$ cat config.mk
export PLATFORM = sky130hd
export DESIGN_NAME = multicycle_ctrl
export DESIGN_NICKNAME = d
export VERILOG_FILES = /design/src/rtl/multicycle_ctrl.sv
export SDC_FILE = /design/constraint.sdc
export NUM_CORES = 1
export LEC_CHECK = 0
export BUFFER_PORTS_ARGS = -buffer_cell sky130_fd_sc_hd__clkbuf_2
export CAP_MARGIN = 30
export CORE_MARGIN = 4
export CORE_UTILIZATION = 46
export CTS_CLUSTER_SIZE = 30
export DETAILED_ROUTE_END_ITERATION = 8
export GPL_TIMING_DRIVEN = 1
export HOLD_SLACK_MARGIN = 0.12
export PLACE_DENSITY = 0.76
export SLEW_MARGIN = 30
export SYNTH_ARGS = -nofsm -noshare
export SYNTH_HDL_FRONTEND = slang
export SYNTH_SLANG_ARGS = --single-unit
$ cat constraint.sdc
create_clock -name clk -period 1.95 [get_ports clk]
set_input_delay 0.0975 -clock clk [delete_from_list [all_inputs] [get_ports clk]]
set_output_delay 0.0975 -clock clk [all_outputs]
set_load 0.01 [all_outputs]
$ cat src/rtl/multicycle_ctrl.sv
// ============================================================================
// Module   : multicycle_ctrl
// Purpose  : FETCH/DECODE/EXEC/MEM/WB sequencer and select/enable driver for
//            the multi-cycle MIPS datapath.
// Revision : 1.0 - initial release
// ============================================================================
`default_nettype none

module multicycle_ctrl #(
    parameter int W_OP = 6
) (
    input  logic            clk,
    input  logic            reset,
    input  logic [W_OP-1:0] opcode,
    input  logic [W_OP-1:0] funct,
    input  logic            zero,
    output logic            ir_we,
    output logic            pc_we,
    output logic [1:0]      pc_sel,
    output logic            reg_we,
    output logic [1:0]      reg_dst,
    output logic [1:0]      mem_to_reg,
    output logic            alu_src,
    output logic [1:0]      ext_op,
    output logic [1:0]      alu_op,
    output logic            mem_we,
    output logic            illegal,
    output logic [2:0]      state
);

    typedef enum logic [2:0] {
        ST_FETCH  = 3'd0,
        ST_DECODE = 3'd1,
        ST_EXEC   = 3'd2,
        ST_MEM    = 3'd3,
        ST_WB     = 3'd4
    } state_t;

    typedef enum logic [3:0] {
        CL_NOP  = 4'd0,
        CL_ADDU = 4'd1,
        CL_SUBU = 4'd2,
        CL_JR   = 4'd3,
        CL_ORI  = 4'd4,
        CL_LUI  = 4'd5,
        CL_LW   = 4'd6,
        CL_SW   = 4'd7,
        CL_BEQ  = 4'd8,
        CL_J    = 4'd9,
        CL_JAL  = 4'd10,
        CL_ILL  = 4'd11
    } class_t;

    state_t r_state;
    state_t w_next;
    class_t r_class;
    class_t w_class;

    // Live decode of the IR fields; only consumed during DECODE.
    always_comb begin
        w_class = CL_ILL;
        case (opcode)
            6'b000000: begin
                case (funct)
                    6'b100001: w_class = CL_ADDU;
                    6'b100011: w_class = CL_SUBU;
                    6'b001000: w_class = CL_JR;
                    6'b000000: w_class = CL_NOP;
                    default:   w_class = CL_ILL;
                endcase
            end
            6'b001101: w_class = CL_ORI;
            6'b001111: w_class = CL_LUI;
            6'b100011: w_class = CL_LW;
            6'b101011: w_class = CL_SW;
            6'b000100: w_class = CL_BEQ;
            6'b000010: w_class = CL_J;
            6'b000011: w_class = CL_JAL;
            default:   w_class = CL_ILL;
        endcase
    end

    always_ff @(posedge clk) begin
        if (!reset) begin
            r_state <= ST_FETCH;
            r_class <= CL_NOP;
        end else begin
            r_state <= w_next;
            if (r_state == ST_DECODE) begin
                r_class <= w_class;
            end
        end
    end

    always_comb begin
        w_next     = ST_FETCH;
        ir_we      = 1'b0;
        pc_we      = 1'b0;
        pc_sel     = 2'b00;
        reg_we     = 1'b0;
        reg_dst    = 2'b00;
        mem_to_reg = 2'b00;
        alu_src    = 1'b0;
        ext_op     = 2'b00;
        alu_op     = 2'b00;
        mem_we     = 1'b0;
        illegal    = 1'b0;

        case (r_state)
            ST_FETCH: begin
                ir_we  = 1'b1;
                pc_we  = 1'b1;
                w_next = ST_DECODE;
            end
            ST_DECODE: begin
                case (w_class)
                    CL_J: begin
                        pc_we  = 1'b1;
                        pc_sel = 2'b10;
                    end
                    CL_JAL: begin
                        pc_we      = 1'b1;
                        pc_sel     = 2'b10;
                        reg_we     = 1'b1;
                        reg_dst    = 2'b10;
                        mem_to_reg = 2'b10;
                    end
                    CL_JR: begin
                        pc_we  = 1'b1;
                        pc_sel = 2'b11;
                    end
                    CL_NOP: ;
                    CL_ILL: illegal = 1'b1;
                    default: w_next = ST_EXEC;
                endcase
            end
            ST_EXEC: begin
                case (r_class)
                    CL_ADDU: w_next = ST_WB;
                    CL_SUBU: begin
                        alu_op = 2'b01;
                        w_next = ST_WB;
                    end
                    CL_ORI: begin
                        alu_src = 1'b1;
                        alu_op  = 2'b10;
                        w_next  = ST_WB;
                    end
                    CL_LUI: begin
                        alu_src = 1'b1;
                        ext_op  = 2'b10;
                        w_next  = ST_WB;
                    end
                    CL_LW, CL_SW: begin
                        alu_src = 1'b1;
                        ext_op  = 2'b01;
                        w_next  = ST_MEM;
                    end
                    CL_BEQ: begin
                        alu_op = 2'b01;
                        ext_op = 2'b01;
                        if (zero) begin
                            pc_we  = 1'b1;
                            pc_sel = 2'b01;
                        end
                    end
                    default: ;
                endcase
            end
            ST_MEM: begin
                alu_src = 1'b1;
                ext_op  = 2'b01;
                if (r_class == CL_SW) begin
                    mem_we = 1'b1;
                end else if (r_class == CL_LW) begin
                    w_next = ST_WB;
                end
            end
            ST_WB: begin
                reg_we = 1'b1;
                case (r_class)
                    CL_ADDU, CL_SUBU: reg_dst = 2'b01;
                    // Immediate ALU controls stay up so the result path is stable.
                    CL_ORI: begin
                        alu_src = 1'b1;
                        alu_op  = 2'b10;
                    end
                    CL_LUI: begin
                        alu_src = 1'b1;
                        ext_op  = 2'b10;
                    end
                    CL_LW: mem_to_reg = 2'b01;
                    default: ;
                endcase
            end
            default: w_next = ST_FETCH;
        endcase

        // Reset silences every output so an abandoned instruction writes nothing.
        if (!reset) begin
            ir_we      = 1'b0;
            pc_we      = 1'b0;
            pc_sel     = 2'b00;
            reg_we     = 1'b0;
            reg_dst    = 2'b00;
            mem_to_reg = 2'b00;
            alu_src    = 1'b0;
            ext_op     = 2'b00;
            alu_op     = 2'b00;
            mem_we     = 1'b0;
            illegal    = 1'b0;
        end
    end

    assign state = r_state;

endmodule

`default_nettype wire
Word-level counts from Yosys, hierarchy flattened
Cells that the tools add are included.
{"block": "totals", "register_bits": 7, "latch_bits": 0, "mem_bits_rw": 0, "mem_bits_ro": 0, "inputBits": 15, "output_inout_bits": 19, "elab_cells": 88, "n_memories": 0}
{"block": "op_classes", "n_addsub": 0, "n_mul": 0, "div": 0, "magnitude_cmp": 0, "n_eq_ne": 25, "n_shift": 0, "n_mux": 47, "n_bitwise": 0, "n_reduce_logical": 14}
{"cell": "$pmux W4 S8", "n": 1}
{"cell": "$pmux W2 S2", "n": 7}
{"cell": "$eq A6 B6 Y1 const B", "n": 4}
{"cell": "$mux W1", "n": 21}
{"cell": "$eq A6 B4 Y1 const B", "n": 3}
{"cell": "$mux W2", "n": 9}
{"cell": "$eq A4 B3 Y1 const B", "n": 4}
{"cell": "$eq A4 B4 Y1 const B", "n": 4}
{"cell": "$pmux W4 S4", "n": 1}
{"cell": "$eq A6 B2 Y1 const B", "n": 2}
{"cell": "$logic_not A6 Y1", "n": 2}
{"cell": "$pmux W3 S4", "n": 1}
{"cell": "$reduce_or A2 Y1", "n": 5}
{"cell": "$eq A4 B2 Y1 const B", "n": 2}
{"cell": "$reduce_or A4 Y1", "n": 2}
{"cell": "$eq A3 B2 Y1 const B", "n": 2}
{"cell": "$eq A6 B3 Y1 const B", "n": 1}
{"cell": "$mux W3", "n": 2}
{"cell": "$pmux W1 S3", "n": 2}
{"cell": "$pmux W2 S3", "n": 1}
{"cell": "$pmux W3 S2", "n": 1}
{"cell": "$reduce_or A3 Y1", "n": 2}
{"cell": "$reduce_or A5 Y1", "n": 1}
{"cell": "$eq A4 B1 Y1 const B", "n": 1}
{"cell": "other kinds (5)", "n": 5}

Depth between registers and ports, before layout
{"block": "logic_depth", "depth_word": 8, "depth_mapped": 7, "mapped_depth_nobuf": 6}

Worst setup path before layout
Ideal clock, no wire load.
{"block": "synth_timing", "kind": "input-to-output", "start": "input funct[0]", "end": "output pc_we", "t_arrival_ns": 1.591, "t_required_ns": 1.852, "setup_slack_ns": 0.262, "cell_stages": 6, "n_path_buf": 0, "cell_sequence": "or3_1 > a211oi_1 > or3b_2 > nand2_1 > a21oi_1 > o21ai_0"}
{"block": "synth_between", "elab_chain_len": 8, "word_cells_on_any_way": 13, "cone_classes": "6 x eq/ne; 5 x mux; 2 x reduce/logical"}
{"item": "start: declaration", "line": "15", "text": "input logic [W_OP-1:0] funct,"}
{"item": "$eq A6 B4 Y1, or another cell as far along", "line": "64", "text": "case (funct)"}
{"item": "$pmux W4 S4 *", "line": "64"}
{"item": "$pmux W4 S8 *", "line": "62", "text": "case (opcode)"}
{"item": "$eq A4 B2 Y1 or $eq A4 B4 Y1 (tied branches)", "line": "116", "text": "case (w_class)"}
{"item": "$reduce_or A3 Y1 (no line) *"}
{"item": "$mux W1 *", "line": "116"}
{"item": "$pmux W1 S3 *", "line": "109", "text": "case (r_state)"}
{"item": "$mux W1 *", "line": "200", "text": "if (!reset) begin"}
{"item": "end: declaration", "line": "18", "text": "output logic pc_we,"}
Mark *: on every way between the ends. The rest lies on a longest branch, timed or not.

Worst setup path after layout
{"block": "layout_timing", "start": "register r_state[0] (netlist: state[0])", "end": "output reg_we"}
{"block": "layout_between", "elab_chain_len": 3, "word_cells_on_any_way": 4, "cone_classes": "2 x eq/ne; 2 x mux"}
{"item": "start: declaration", "line": "54", "text": "state_t r_state;"}
{"item": "start signal: assignment", "line": "88", "text": "r_state <= w_next;"}
{"item": "$eq A3 B3 Y1 or $eq A3 B1 Y1 (tied branches)", "line": "109"}
{"item": "$pmux W1 S2 *", "line": "109"}
{"item": "$mux W1 *", "line": "200"}
{"item": "end: declaration", "line": "20", "text": "output logic reg_we,"}
Marks and branches as above.

==> qor.txt <==
top-area cell type share of the netlist area - 16.4%
NumNets Final - 166
Avg Inst Size Synth - 7.00 um2
hold crit path type - in2reg
commonest non-fill, non-tap cell in the layout - clkbuf_2
post-route design area - 0.00105 mm2
H-tree depth - 1
skew final - 4.88 ps
Slew @ Worst Pin - 500 ps
Hold EP - r_class[1]
DR vias/cell - 5.51
WL/cell - 12.5 um
commonest non-fill, non-tap cells in the layout - 33 x clkbuf_2, 12 x nand2_1, 7 x nor2_1, 7 x a21oi_1, 7 x dfxtp_1
largest net degree at the start of global routing - 13
Yosys reg bits - 7
die area - 0.00261 mm2
Post-synth EDFFs - 0
Cell Area, Placed - 0.00101 mm2
Row Count - 15
final setup violation count - 0
Max-cap violations - 0
Arrival @ worst endpoint - 1680 ps
CP Capture Type - output port
PortBufs - 33
Worst setup SP type - flip-flop
Layout Area Growth over Synthesis - 23.1%
clk root buf - clkbuf_4
Clock Latency Late Sink - 260 ps
HP Start - reset
first-pass GRT wire length - 3640 um
Unique masters post-synth - 39
Initial Util - 49.0%
DIE HEIGHT - 51.1 um
crit path max fanout - 11
Top Ports - 34
Async SR Flop Fraction - 0%
Max Slew Vio Count - 0
Layout Cells excl Fill - 175
Worst Slack Setup Final - 170 ps
initial antenna violation count - 0
cells along the critical path - nand3b_1 > or2_2 > o21ai_0 > clkbuf_2
worst setup path category - reg2out
Critical Path Slowest Stage Cell - dfxtp_1
Slowest Stage Delay on Critical Path - 530 ps
worst r2r dst - r_class[2]
Net Count, Synth - 137
gr ovfl total - 0
period utilization - 91.3%
Reg2Reg Launch Point - state[0]
GPL Wtd Cong - 0.826
postcts setup bufs - 0
worst reg2reg path depth - 4
f_max - 0.562 GHz
r2r setup slk - 600 ps
worst hold slack - 155 ps
DR pass1 iterations - 4
Place WS - 14.0 ps
Synth Instances - 122
Clock transition at path regs - 60 ps
fraction of layout cells with a size suffix above 1 - 31.3%
Synth Flop Type - dfxtp_1
pwr/cell area - 421 mW/mm2
Inst Count DP - 171
cell taking the most area after synthesis - dfxtp_1
Worst EP required - 1850 ps
vias in the first global route - 825
ANT cells - 0
Die W - 51.1 um
cts bufs inserted - 3
minimum clock period - 1780 ps
Vias - 965
clock sink count - 7
hold violation count in the final report - 0
Leakage - 0.427 nW
Routed Antenna Nets - 0
maximum clock path buffer count - 2
Core Util, Final - 60.3%
Synth area leaders - dfxtp_1 16%, xnor2_1 6.1%, nand2_1 5.3%
Synth Cell Area - 855 um2
TritonCTS clock tree - yes
peak supply drop - 269 uV
drt total wl - 2180 um
GRT Util Overall - 18.3%
DRC errors left - 0
hold path depth - 2
Final HPWL DP - 1730 um
Seq/Total Area, Yosys - 16.4%
status - complete, no violations
DRT iter0 DRCs - 13
Synth Warn # - 0
Max-Slew Margin vs Limit - 66.2%
CORE AREA - 0.00175 mm2
-- repair_timing --
item | 4_1_cts | 5_1_grt
endpoints found under the setup margin | 0 | 3
hold buffers | 0 | 0
gates resized for setup | 0 | 5
-- state kept, by name, summed over array words and instances, names as in the netlist --
name,count
r_class,4
state,3
-- stage by stage --
stage | total power, W | setup TNS (ps)
floorplan | 0.000264 | 0
global placement | 0.000299 | 0
detailed placement | 0.000303 | 0
CTS | 0.000444 | 0
global route | 0.000476 | -24.4
finish | 0.000442 | 0
-- synth_stat cells (2+ instances only) --
cell / number
dfxtp_1: 7
and3_1: 2
xnor2_1: 6
nor4_1: 5
nand2_1: 12
clkbuf_1: 7
a31oi_1: 3
nor2_1: 7
nor3b_1: 2
or3_1: 2
o22ai_1: 3
a21oi_1: 7
a211oi_1: 3
or2b_1: 2
nor2b_1: 7
nand2b_1: 3
a21boi_0: 3
nor3_1: 6
nand3_1: 5
o21ai_0: 6
nand3b_1: 5
buf_2: 2
-- how the worst max path moves through the flow --
stage	start	to	slack [ps]	depth (start not counted)
CTS	funct[0]	pc_we	30	8
global route	state[0]	reg_we	-20	4
global placement	funct[0]	pc_we	80	8
floorplan	funct[0]	pc_we	260	6
detailed placement	funct[0]	pc_we	10	8
finish	state[0]	reg_we	170	4
-- worst max-delay path: cells and delay by family (launching register included) --
kind | cells | cell delay (ps)
compound gates | 1 | 180
simple gates | 2 | 550
flops | 1 | 530
buf+inv | 1 | 160
-- power breakdown --
group | switching (W) | internal, W
clock network | 0.0000601 | 0.0000785
logic | 0.0000691 | 0.0000640
registers | 0.0000194 | 0.000151
-- logic make-up after synthesis --
logic type / Yosys count / share of synthesized area, %
mux: 1 / 1.17
buf+inv: 12 / 6.88
compound gates: 31 / 25.8
xor+xnor: 7 / 7.17
simple gates: 64 / 42.6
flops: 7 / 16.4
-- metal layers --
metal,up-vias,wire length (um),GRT usage (%)
met4,0,26,5.38
met5,-,0,0
li1,497,-,-
met1,441,976,21.8
met2,23,1060,31.3
met3,4,115,5.54
-- cell type report --
cell class / count / area, um2
Fill cell: 166 / 693
Timing Repair Buffer: 35 / 180
Clock buffer: 4 / 26.3
Sequential cell: 7 / 140
Multi-Input combinational cell: 103 / 671
Inverter: 1 / 3.75
Tap cell: 25 / 31.3
(Power assumes the default switching activity.)
